[src/rtl/lcd_hd44780_responder_if.sv]
// LCD parallel bus between a controller (master) and a panel model (slave).
interface lcd_hd44780_responder_if;
    logic       LCD_EN;
    logic       LCD_RS;
    logic       LCD_RW;
    logic [7:0] LCD_DATA_IN;
    logic [7:0] LCD_DATA_OUT;
    logic       LCD_DATA_OE;

    modport master (
        output LCD_EN,
        output LCD_RS,
        output LCD_RW,
        output LCD_DATA_IN,
        input  LCD_DATA_OUT,
        input  LCD_DATA_OE
    );

    modport slave (
        input  LCD_EN,
        input  LCD_RS,
        input  LCD_RW,
        input  LCD_DATA_IN,
        output LCD_DATA_OUT,
        output LCD_DATA_OE
    );
endinterface

[src/rtl/lcd_hd44780_responder.sv]
// HD44780-compatible panel model: samples the LCD bus, decodes instructions,
// holds an 80-byte DDRAM and answers busy-flag / data reads.
module lcd_hd44780_responder #(
    parameter int unsigned BUSY_CYCLES  = 2000,
    parameter int unsigned CLEAR_CYCLES = 76000
) (
    input  logic                   clk,
    input  logic                   rst_n,
    lcd_hd44780_responder_if.slave lcd,
    input  logic [6:0]             dbg_addr,
    output logic [7:0]             dbg_data,
    output logic                   busy,
    output logic [6:0]             ac,
    output logic                   disp_on,
    output logic                   cursor_on,
    output logic                   blink_on,
    output logic                   entry_inc,
    output logic                   entry_shift,
    output logic                   func_8bit,
    output logic                   func_2line,
    output logic                   busy_viol
);
    localparam int unsigned DDRAM_DEPTH = 80;
    localparam int unsigned ADDR_W      = 7;
    localparam int unsigned DATA_W      = 8;
    localparam int unsigned CNT_MAX     = (BUSY_CYCLES > CLEAR_CYCLES) ? BUSY_CYCLES : CLEAR_CYCLES;
    localparam int unsigned CNT_W       = $clog2(CNT_MAX + 1);
    localparam logic [ADDR_W-1:0] LAST_ADDR = ADDR_W'(DDRAM_DEPTH - 1);
    localparam logic [DATA_W-1:0] BLANK     = DATA_W'(8'h20);

    typedef enum logic [1:0] {
        ST_CLEAR,
        ST_IDLE,
        ST_BUSY
    } state_t;

    state_t              state;
    logic [CNT_W-1:0]    cnt;
    logic [ADDR_W-1:0]   fill_idx;
    logic                cg_mode;
    logic                rd_rs;
    logic                oe_q;
    logic [DATA_W-1:0]   dout_q;

    logic                en_s1, en_s2, en_d;
    logic                rs_s1, rs_s2;
    logic                rw_s1, rw_s2;
    logic [DATA_W-1:0]   data_s1, data_s2;
    logic                en_rise, en_fall;

    logic                mem_we;
    logic [ADDR_W-1:0]   mem_waddr;
    logic [DATA_W-1:0]   mem_wdata;
    logic [DATA_W-1:0]   ddram [DDRAM_DEPTH];

    assign lcd.LCD_DATA_OE  = oe_q;
    assign lcd.LCD_DATA_OUT = dout_q;

    assign en_rise = en_s2 & ~en_d;
    assign en_fall = en_d & ~en_s2;

    // Step an address through 0..79 with wrap in either direction.
    function automatic logic [ADDR_W-1:0] ac_step(input logic [ADDR_W-1:0] a, input logic inc);
        if (inc) begin
            return (a == LAST_ADDR) ? '0 : a + ADDR_W'(1);
        end
        return (a == '0) ? LAST_ADDR : a - ADDR_W'(1);
    endfunction

    // Two-flop synchronisers for the asynchronous bus, plus EN history for edge detect.
    always_ff @(posedge clk or negedge rst_n) begin
        if (!rst_n) begin
            en_s1   <= 1'b0;
            en_s2   <= 1'b0;
            en_d    <= 1'b0;
            rs_s1   <= 1'b0;
            rs_s2   <= 1'b0;
            rw_s1   <= 1'b0;
            rw_s2   <= 1'b0;
            data_s1 <= '0;
            data_s2 <= '0;
        end else begin
            en_s1   <= lcd.LCD_EN;
            en_s2   <= en_s1;
            en_d    <= en_s2;
            rs_s1   <= lcd.LCD_RS;
            rs_s2   <= rs_s1;
            rw_s1   <= lcd.LCD_RW;
            rw_s2   <= rw_s1;
            data_s1 <= lcd.LCD_DATA_IN;
            data_s2 <= data_s1;
        end
    end

    // DDRAM storage; writes are queued one cycle by the control block.
    always_ff @(posedge clk) begin
        if (mem_we) begin
            ddram[mem_waddr] <= mem_wdata;
        end
    end

    // Registered debug read port.
    always_ff @(posedge clk or negedge rst_n) begin
        if (!rst_n) begin
            dbg_data <= '0;
        end else begin
            dbg_data <= (dbg_addr <= LAST_ADDR) ? ddram[dbg_addr] : '0;
        end
    end

    // Control FSM: clear fill, busy timing, instruction/data decode and bus reads.
    always_ff @(posedge clk or negedge rst_n) begin
        if (!rst_n) begin
            state       <= ST_CLEAR;
            busy        <= 1'b1;
            cnt         <= '0;
            fill_idx    <= '0;
            ac          <= '0;
            entry_inc   <= 1'b1;
            entry_shift <= 1'b0;
            disp_on     <= 1'b0;
            cursor_on   <= 1'b0;
            blink_on    <= 1'b0;
            func_8bit   <= 1'b1;
            func_2line  <= 1'b0;
            cg_mode     <= 1'b0;
            rd_rs       <= 1'b0;
            oe_q        <= 1'b0;
            dout_q      <= '0;
            busy_viol   <= 1'b0;
            mem_we      <= 1'b0;
            mem_waddr   <= '0;
            mem_wdata   <= '0;
        end else begin
            busy_viol <= 1'b0;
            mem_we    <= 1'b0;

            case (state)
                ST_CLEAR: begin
                    mem_we    <= 1'b1;
                    mem_waddr <= fill_idx;
                    mem_wdata <= BLANK;
                    if (fill_idx == LAST_ADDR) begin
                        fill_idx <= '0;
                        cnt      <= CNT_W'(CLEAR_CYCLES - DDRAM_DEPTH);
                        state    <= ST_BUSY;
                    end else begin
                        fill_idx <= fill_idx + ADDR_W'(1);
                    end
                end
                ST_BUSY: begin
                    if (cnt <= CNT_W'(1)) begin
                        state <= ST_IDLE;
                        busy  <= 1'b0;
                    end else begin
                        cnt <= cnt - CNT_W'(1);
                    end
                end
                default: begin
                end
            endcase

            // Status reads track busy/ac live while the bus is driven.
            if (oe_q && !rd_rs) begin
                dout_q <= {busy, ac};
            end

            if (en_rise && rw_s2) begin
                oe_q   <= 1'b1;
                rd_rs  <= rs_s2;
                dout_q <= rs_s2 ? ddram[ac] : {busy, ac};
            end

            if (en_fall) begin
                oe_q <= 1'b0;
                if (rw_s2) begin
                    if (rs_s2) begin
                        ac <= ac_step(ac, entry_inc);
                    end
                end else if (state != ST_IDLE) begin
                    busy_viol <= 1'b1;
                end else begin
                    state <= ST_BUSY;
                    busy  <= 1'b1;
                    cnt   <= CNT_W'(BUSY_CYCLES);
                    if (rs_s2) begin
                        if (!cg_mode) begin
                            mem_we    <= 1'b1;
                            mem_waddr <= ac;
                            mem_wdata <= data_s2;
                            ac        <= ac_step(ac, entry_inc);
                        end
                    end else begin
                        casez (data_s2)
                            8'b1???_????: begin
                                cg_mode <= 1'b0;
                                ac      <= (data_s2[6:0] < ADDR_W'(DDRAM_DEPTH))
                                         ? data_s2[6:0]
                                         : data_s2[6:0] - ADDR_W'(DDRAM_DEPTH);
                            end
                            8'b01??_????: cg_mode <= 1'b1;
                            8'b001?_????: begin
                                func_8bit  <= data_s2[4];
                                func_2line <= data_s2[3];
                            end
                            8'b0001_????: begin
                                if (!data_s2[3]) begin
                                    ac <= ac_step(ac, data_s2[2]);
                                end
                            end
                            8'b0000_1???: begin
                                disp_on   <= data_s2[2];
                                cursor_on <= data_s2[1];
                                blink_on  <= data_s2[0];
                            end
                            8'b0000_01??: begin
                                entry_inc   <= data_s2[1];
                                entry_shift <= data_s2[0];
                            end
                            8'b0000_001?: begin
                                ac  <= '0;
                                cnt <= CNT_W'(CLEAR_CYCLES);
                            end
                            8'b0000_0001: begin
                                ac        <= '0;
                                entry_inc <= 1'b1;
                                fill_idx  <= '0;
                                state     <= ST_CLEAR;
                            end
                            default: begin
                                state <= ST_IDLE;
                                busy  <= 1'b0;
                            end
                        endcase
                    end
                end
            end
        end
    end
endmodule

[src/flat_wrapper.sv]
// flat-port wrapper written by rule: the top's interface ports become plain ports
module lcd_hd44780_responder_flat 
#(
    parameter int unsigned BUSY_CYCLES  = 2000,
    parameter int unsigned CLEAR_CYCLES = 76000
)
  (clk, rst_n, dbg_addr, dbg_data, busy, ac, disp_on, cursor_on, blink_on, entry_inc, entry_shift, func_8bit, func_2line, busy_viol, lcd_LCD_EN, lcd_LCD_RS, lcd_LCD_RW, lcd_LCD_DATA_IN, lcd_LCD_DATA_OUT, lcd_LCD_DATA_OE);
  lcd_hd44780_responder_if lcd_i ();
  input  logic clk;
  input  logic rst_n;
  input  logic [6:0] dbg_addr;
  output logic [7:0] dbg_data;
  output logic busy;
  output logic [6:0] ac;
  output logic disp_on;
  output logic cursor_on;
  output logic blink_on;
  output logic entry_inc;
  output logic entry_shift;
  output logic func_8bit;
  output logic func_2line;
  output logic busy_viol;
  input wire logic [$bits(lcd_i.LCD_EN)-1:0] lcd_LCD_EN;
  input wire logic [$bits(lcd_i.LCD_RS)-1:0] lcd_LCD_RS;
  input wire logic [$bits(lcd_i.LCD_RW)-1:0] lcd_LCD_RW;
  input wire logic [$bits(lcd_i.LCD_DATA_IN)-1:0] lcd_LCD_DATA_IN;
  output wire logic [$bits(lcd_i.LCD_DATA_OUT)-1:0] lcd_LCD_DATA_OUT;
  output wire logic [$bits(lcd_i.LCD_DATA_OE)-1:0] lcd_LCD_DATA_OE;
  assign lcd_i.LCD_EN = lcd_LCD_EN;
  assign lcd_i.LCD_RS = lcd_LCD_RS;
  assign lcd_i.LCD_RW = lcd_LCD_RW;
  assign lcd_i.LCD_DATA_IN = lcd_LCD_DATA_IN;
  assign lcd_LCD_DATA_OUT = lcd_i.LCD_DATA_OUT;
  assign lcd_LCD_DATA_OE = lcd_i.LCD_DATA_OE;
  lcd_hd44780_responder #(.BUSY_CYCLES(BUSY_CYCLES), .CLEAR_CYCLES(CLEAR_CYCLES)) u_core (.clk(clk), .rst_n(rst_n), .lcd(lcd_i), .dbg_addr(dbg_addr), .dbg_data(dbg_data), .busy(busy), .ac(ac), .disp_on(disp_on), .cursor_on(cursor_on), .blink_on(blink_on), .entry_inc(entry_inc), .entry_shift(entry_shift), .func_8bit(func_8bit), .func_2line(func_2line), .busy_viol(busy_viol));
endmodule
[config.mk]
export PLATFORM = sky130hd
export DESIGN_NAME = lcd_hd44780_responder_flat
export DESIGN_NICKNAME = d
export VERILOG_FILES = /design/src/rtl/lcd_hd44780_responder_if.sv /design/src/rtl/lcd_hd44780_responder.sv /design/src/flat_wrapper.sv
export SDC_FILE = /design/constraint.sdc
export NUM_CORES = 1
export LEC_CHECK = 0
export CAP_MARGIN = 20
export CORE_MARGIN = 1.5
export CORE_UTILIZATION = 41
export CTS_CLUSTER_SIZE = 20
export DETAILED_ROUTE_END_ITERATION = 10
export PLACE_DENSITY = 0.67
export SLEW_MARGIN = 20
export SYNTH_ARGS = -nofsm -noshare
export SYNTH_HDL_FRONTEND = slang
export SYNTH_SLANG_ARGS = --single-unit
[constraint.sdc]
create_clock -name clk -period 2.5 [get_ports clk]
set_clock_uncertainty 0.15 [all_clocks]
set_input_delay 0.25 -clock clk [delete_from_list [all_inputs] [get_ports clk]]
set_output_delay 0.25 -clock clk [all_outputs]
set_load 0.005 [all_outputs]
; Yosys cells after proc, flatten, opt, wreduce, memory -nomap -nowiden
; Memories as Yosys holds them, arrays and structs flattened.
; Index checks and enable logic that the tools add are counted.
[word_totals]
ramBits = 640
n_memories = 1
output_inout_bits = 33
elab_cells = 172
input_bits = 20
register_bits = 100
[op_classes]
bitwise = 7
muxes = 92
reduce_logical = 19
magnitude_cmp = 3
addsub = 5
n_eq_ne = 15
[memory_table]
columns = name, depth, width, rd, rd_ports_with_merged_regs, write_ports, line
row1 = u_core.ddram, 80, 8, 2, 0, 1, lcd_hd44780_responder.sv:54  ; logic [DATA_W-1:0] ddram [DDRAM_DEPTH];
[ops]
columns = operator, n
row1 = $mux 7, 27
row2 = $mux 17, 7
row3 = $mux 8, 10
row4 = $mux 1, 36
row5 = $pmux 17 s2, 1
row6 = $reduce_and 5->1, 5
row7 = $pmux 7 s3, 1
row8 = $le 17x1->1 const B, 1
row9 = $sub 17x1->17 const B, 1
row10 = $add 7x1->7 const B, 2
row11 = $eq 7x7->1 const B, 2
row12 = $mux 2, 6
row13 = $eq 8x1->1 const B, 1
row14 = $pmux 2 s2, 2
row15 = $reduce_bool 2->1, 4
row16 = $reduce_or 8->1, 1
row17 = $eq 7x1->1 const B, 1
row18 = $le 7x7->1 const B, 1
row19 = $logic_not 7->1, 1
row20 = $lt 7x7->1 const B, 1
row21 = $reduce_or 7->1, 1
row22 = $sub 7x1->7 const B, 1
row23 = $sub 7x7->7 const B, 1
row24 = $eq 6x1->1 const B, 1
row25 = other kinds (17), 26

; Logic depth before layout (Yosys ltp)
[depth]
depth_word = 13
mapped_depth = 12
mapped_depth_nobuf = 8

; Worst setup path after synthesis
; OpenSTA, ideal clock, no wires.
[synth_path]
path_type = reg-to-reg
startpoint = register u_core.ac[1]
endpoint = register u_core.ac[4]
synth_period_minus_slack_ps = 2560
arrival_time_ps = 2289
setup_ps = 121
t_required_ps = 2229
path_buffers = 3
stages_incl_launch_ff = 12
slack_ps = -60
path_cell_list = dfrtp_1 -> buf_2 -> buf_2 -> inv_1 -> clkbuf_1 -> ha_1 -> nor3b_1 -> xnor2_1 -> nor3_1 -> a21oi_1 -> a21oi_1 -> a22o_1
[synth_between]
elab_chain_cells = 9
elab_cells_between_ends = 18
cone_classes = add/sub (2) / eq/ne (1) / mux (14) / reduce/logical (1)
[synth_lines]
columns = item, line
row1 = "start, declared", lcd_hd44780_responder.sv:13  ; output logic [6:0] ac,
row2 = "start signal, assigned", lcd_hd44780_responder.sv:178  ; ac <= ac_step(ac, entry_inc);
row3 = "start signal, assigned", lcd_hd44780_responder.sv:191  ; ac <= ac_step(ac, entry_inc);
row4 = "start signal, assigned", lcd_hd44780_responder.sv:197  ; ac <= (data_s2[6:0] < ADDR_W'(DDRAM_DEPTH))
row5 = $add 7x1->7 / $eq 7x7->1 (equally long branches), lcd_hd44780_responder.sv:65  ; return (a == LAST_ADDR) ? '0 : a + ADDR_W'(1);
row6 = $mux 7, lcd_hd44780_responder.sv:65
row7 = $mux 7, lcd_hd44780_responder.sv:64  ; if (inc) begin
row8 = $mux 7, lcd_hd44780_responder.sv:67  ; return (a == '0) ? LAST_ADDR : a - ADDR_W'(1);
row9 = $mux 7, lcd_hd44780_responder.sv:207  ; if (!data_s2[3]) begin
row10 = $pmux 7 s3, lcd_hd44780_responder.sv:194  ; casez (data_s2)
row11 = $mux 7, lcd_hd44780_responder.sv:186  ; if (rs_s2) begin
row12 = $mux 7, lcd_hd44780_responder.sv:180  ; end else if (state != ST_IDLE) begin
row13 = $mux 7 *, lcd_hd44780_responder.sv:176  ; if (rw_s2) begin
; Every way passes the cells marked *; elsewhere a longest branch is shown, timed or not. The select of a mux whose other input is x is not followed.
; A chain may end at the register's enable or synchronous reset.

; Worst setup path in the final report
[layout_path]
startpoint = register u_core.ac[0]
endpoint = register u_core.dout_q[6] (netlist: u_core.lcd.LCD_DATA_OUT[6])
[layout_between]
elab_chain_cells = 3
[layout_lines]
columns = item, line
row1 = $mem_v2 80x8, n/a
row2 = $mux 8, lcd_hd44780_responder.sv:171  ; dout_q <= rs_s2 ? ddram[ac] : {busy, ac};
row3 = $mux 8, lcd_hd44780_responder.sv:168  ; if (en_rise && rw_s2) begin
row4 = "end signal, assigned", lcd_hd44780_responder.sv:165  ; dout_q <= {busy, ac};
row5 = "end signal, assigned", lcd_hd44780_responder.sv:171
row6 = "end, declared", lcd_hd44780_responder.sv:43  ; logic [DATA_W-1:0] dout_q;
; No other way between the ends.

==> results.toml <==
[setup_path]
required_ns = 2.86
crit_type = "register to register"
critPathMaxFanout = 8
cp_data_arrival_time_ns = 3.02
worstSetupStartpointType = "register"
endpoint_kind = "register"
r2r_cells = 11

[yosys]
syn_avg_cell_area_um2 = 16.1
yosysTopAreaCell = "edfxtp_1"
synth_edf_count = 640
yosysTopAreaCellShare = 0.549
syn_nets = 2199
ys_warn_count = 0
synth.cell_area_um2 = 35000
async_flop_share = 0.135
synth_top_flop_cell = "edfxtp_1"
syn_inst = 2171
ys_types = 66
seq_area_frac_synth = 0.621
synth_seq_cells = 740
synth_area_leaders = "edfxtp_1 55%, mux4_2 16%, dfrtp_1 6.9%"

[global_routing]
grtUsageMet1 = 0.360
grt_pass1_wl_mm = 162
grt_util_met2 = 0.396
grt_util_met3 = 0.0498
busiest_layer = "met2"
grt-ovfl-total = 0
grtUsageTotal = 0.257
antenna_found_initial = 1
grt_max_degree = 101
grt_pass1_vias = 23500

[placement]
hpwl_mm = 78.1
post-place-ws_ns = -0.385
io_buffers = 52
gp_congestion = 0.977

[finish]
area_delta_synth_final_pct = 24.6
layout.cells.most_common_list = "640 x edfxtp_1, 357 x buf_4, 248 x mux4_2"
final_common_cell = "edfxtp_1"
fin_nets = 2631
nFillCells = 6826
drive_above_1_share = 0.348
num_antenna_cells = 0

[route]
vias_per_cell = 6.27
remaining_drc_errors = 0
wl_per_cell_um = 29.6
vias = 23800
drt_wl_total_mm = 112
ant_nets = 0
drt_iter0_drc = 3018
dr.pass1.iters = 6

[timing]
grt_setup_unrepaired = "yes"
worst_pin_slew_ns = 0.939
fin_crit_ns = 2.65
setup_tns_ns = -0.476
slew_viol_final = 0
min_period_over_period = 1.06
fmax_mhz = 377
hold_violations = 0
slew_headroom = 0.374
setup_violations = 8
worst_slack_ns = -0.155

[clock_network]
cts_tree = "done"
clk_pin_slew_worst_paths_ns = 0.06
cts.sinks = 740
cts.htree.levels = 3
cts.path.max_buffers = 3
cts_made_buffers = 80
clk_latency_ns = 0.64
cts_root_buffer = "clkbuf_16"

[floorplanning]
die_h_um = 295
start_util = 0.416
fp.dieW_um = 295
ioPinCount = 53
rows = 106
core_area_um2 = 84100
die_area_um2 = 87100

[run_status]
status = "complete, but fails checks"
failed_checks = "setup timing"

[min_path]
hold_path_class = "input port to async pin"

[power_and_ir_drop]
peakVddDrop_mv = 0.533
p_per_area_nw_per_um2 = 774
p_leak_nw = 13.3

[run]
cap_violations = 0
==> final cells by class <==
cell class                      count  area [um2]  area share
Clock inverter                     49         510      0.0117
Multi-Input combinational cell   1267       12900       0.296
Tap cell                         1134        1420      0.0325
Inverter                           15        58.8     0.00135
Clock buffer                       98        2140      0.0491
Sequential cell                   740       21700       0.498
Timing Repair Buffer              499        4840       0.111
==> logic make-up after synthesis <==
kind of cell,Yosys count,share of synthesized area
AOI/OAI and AO/OA,349,0.0669
and+or+nand+nor,451,0.0639
adders and majority gates,8,0.00286
DFF,740,0.621
muxes,449,0.221
buffers and inverters,164,0.0228
xor gates and xnor gates,10,0.00250
==> routing by layer <==
metal	vias to the layer above	wire (um)
met5	-	12
met2	1533	51400
met3	212	12100
met1	12300	44300
met4	2	4630
li1	9788	-
==> worst max-delay path, stage by stage (launching register included) <==
cell and delay (ns):
dfrtp_4 0.53, buf_6 0.16, buf_16 0.16, buf_12 0.16, buf_12 0.13, mux2i_1 0.25
a22oi_1 0.16, nand4_1 0.12, nand4_1 0.20, a211oi_2 0.26, buf_4 0.19, a211oi_2 0.04
==> flip-flops by register name, indices dropped and copies added, names as in the netlist, 2 cells and up <==
register / flops
u_core.ac: 7
u_core.cnt: 17
u_core.data_s1: 8
u_core.data_s2: 8
u_core.dbg_data: 8
u_core.ddram: 640
u_core.fill_idx: 7
u_core.lcd.LCD_DATA_OUT: 8
u_core.mem_waddr: 7
u_core.mem_wdata: 8
u_core.state: 2
==> timing repair <==
action,in CTS,in global routing
gates cloned,3,3
pin swaps,20,36
setup buffers,21,5
hold buffers,13,0
gates resized for setup,73,66
hold endpoints to repair,113,0
setup endpoints to repair,15,19
==> report_power, final <==
group / total [mW] / switching [mW] / leakage (nW) / internal [mW]
sequential: 13.7 / 0.311 / 5.58 / 13.4
combinational: 8.00 / 4.30 / 6.46 / 3.70
clock: 12.1 / 5.01 / 1.30 / 7.06
==> cell usage after synthesis, types with 27 or more instances <==
cell type,number
clkbuf_1,73
o21ai_0,61
edfxtp_1,640
nor2b_1,42
a22oi_1,90
a211oi_1,39
nand3_1,56
a21oi_1,54
nor2_1,130
nand4_1,27
a31oi_1,29
mux2i_1,178
dfrtp_1,97
mux4_2,247
nand2_1,95
buf_2,32
==> per-stage QoR <==
step,instance area [um2],util,hold WS [ns],power (mW),std cells
6_report,43600,0.519,0.0606,33.8,3802
5_1_grt,43600,0.519,0.114,34.6,3802
4_1_cts,43300,0.515,0.0846,33.4,3797
3_5_place_dp,40000,0.475,0.186,20.8,3615
3_3_place_gp,40000,0.475,0.193,20.8,3615
2_1_floorplan,35000,-,-0.196,17.1,2171
==> worst paths after layout <==
check | startpoint | endpoint | slack [ns]
setup reg to reg | u_core.ac[0]$_DFFE_PN0P_ | u_core.lcd.LCD_DATA_OUT[6]$_DFFE_PN0P_ | -0.15
max in group asynchronous | rst_n | u_core.ac[0]$_DFFE_PN0P_ | 1.60
setup / recovery | u_core.ac[0]$_DFFE_PN0P_ | u_core.lcd.LCD_DATA_OUT[6]$_DFFE_PN0P_ | -0.15
hold reg to reg | u_core.en_s1$_DFF_PN0_ | u_core.en_s2$_DFF_PN0_ | 0.20
min in group clk | u_core.en_s1$_DFF_PN0_ | u_core.en_s2$_DFF_PN0_ | 0.20
hold / removal | rst_n | u_core.mem_wdata[4]$_DFF_PN0_ | 0.06
Note: power is estimated with default switching activity, not from simulation.
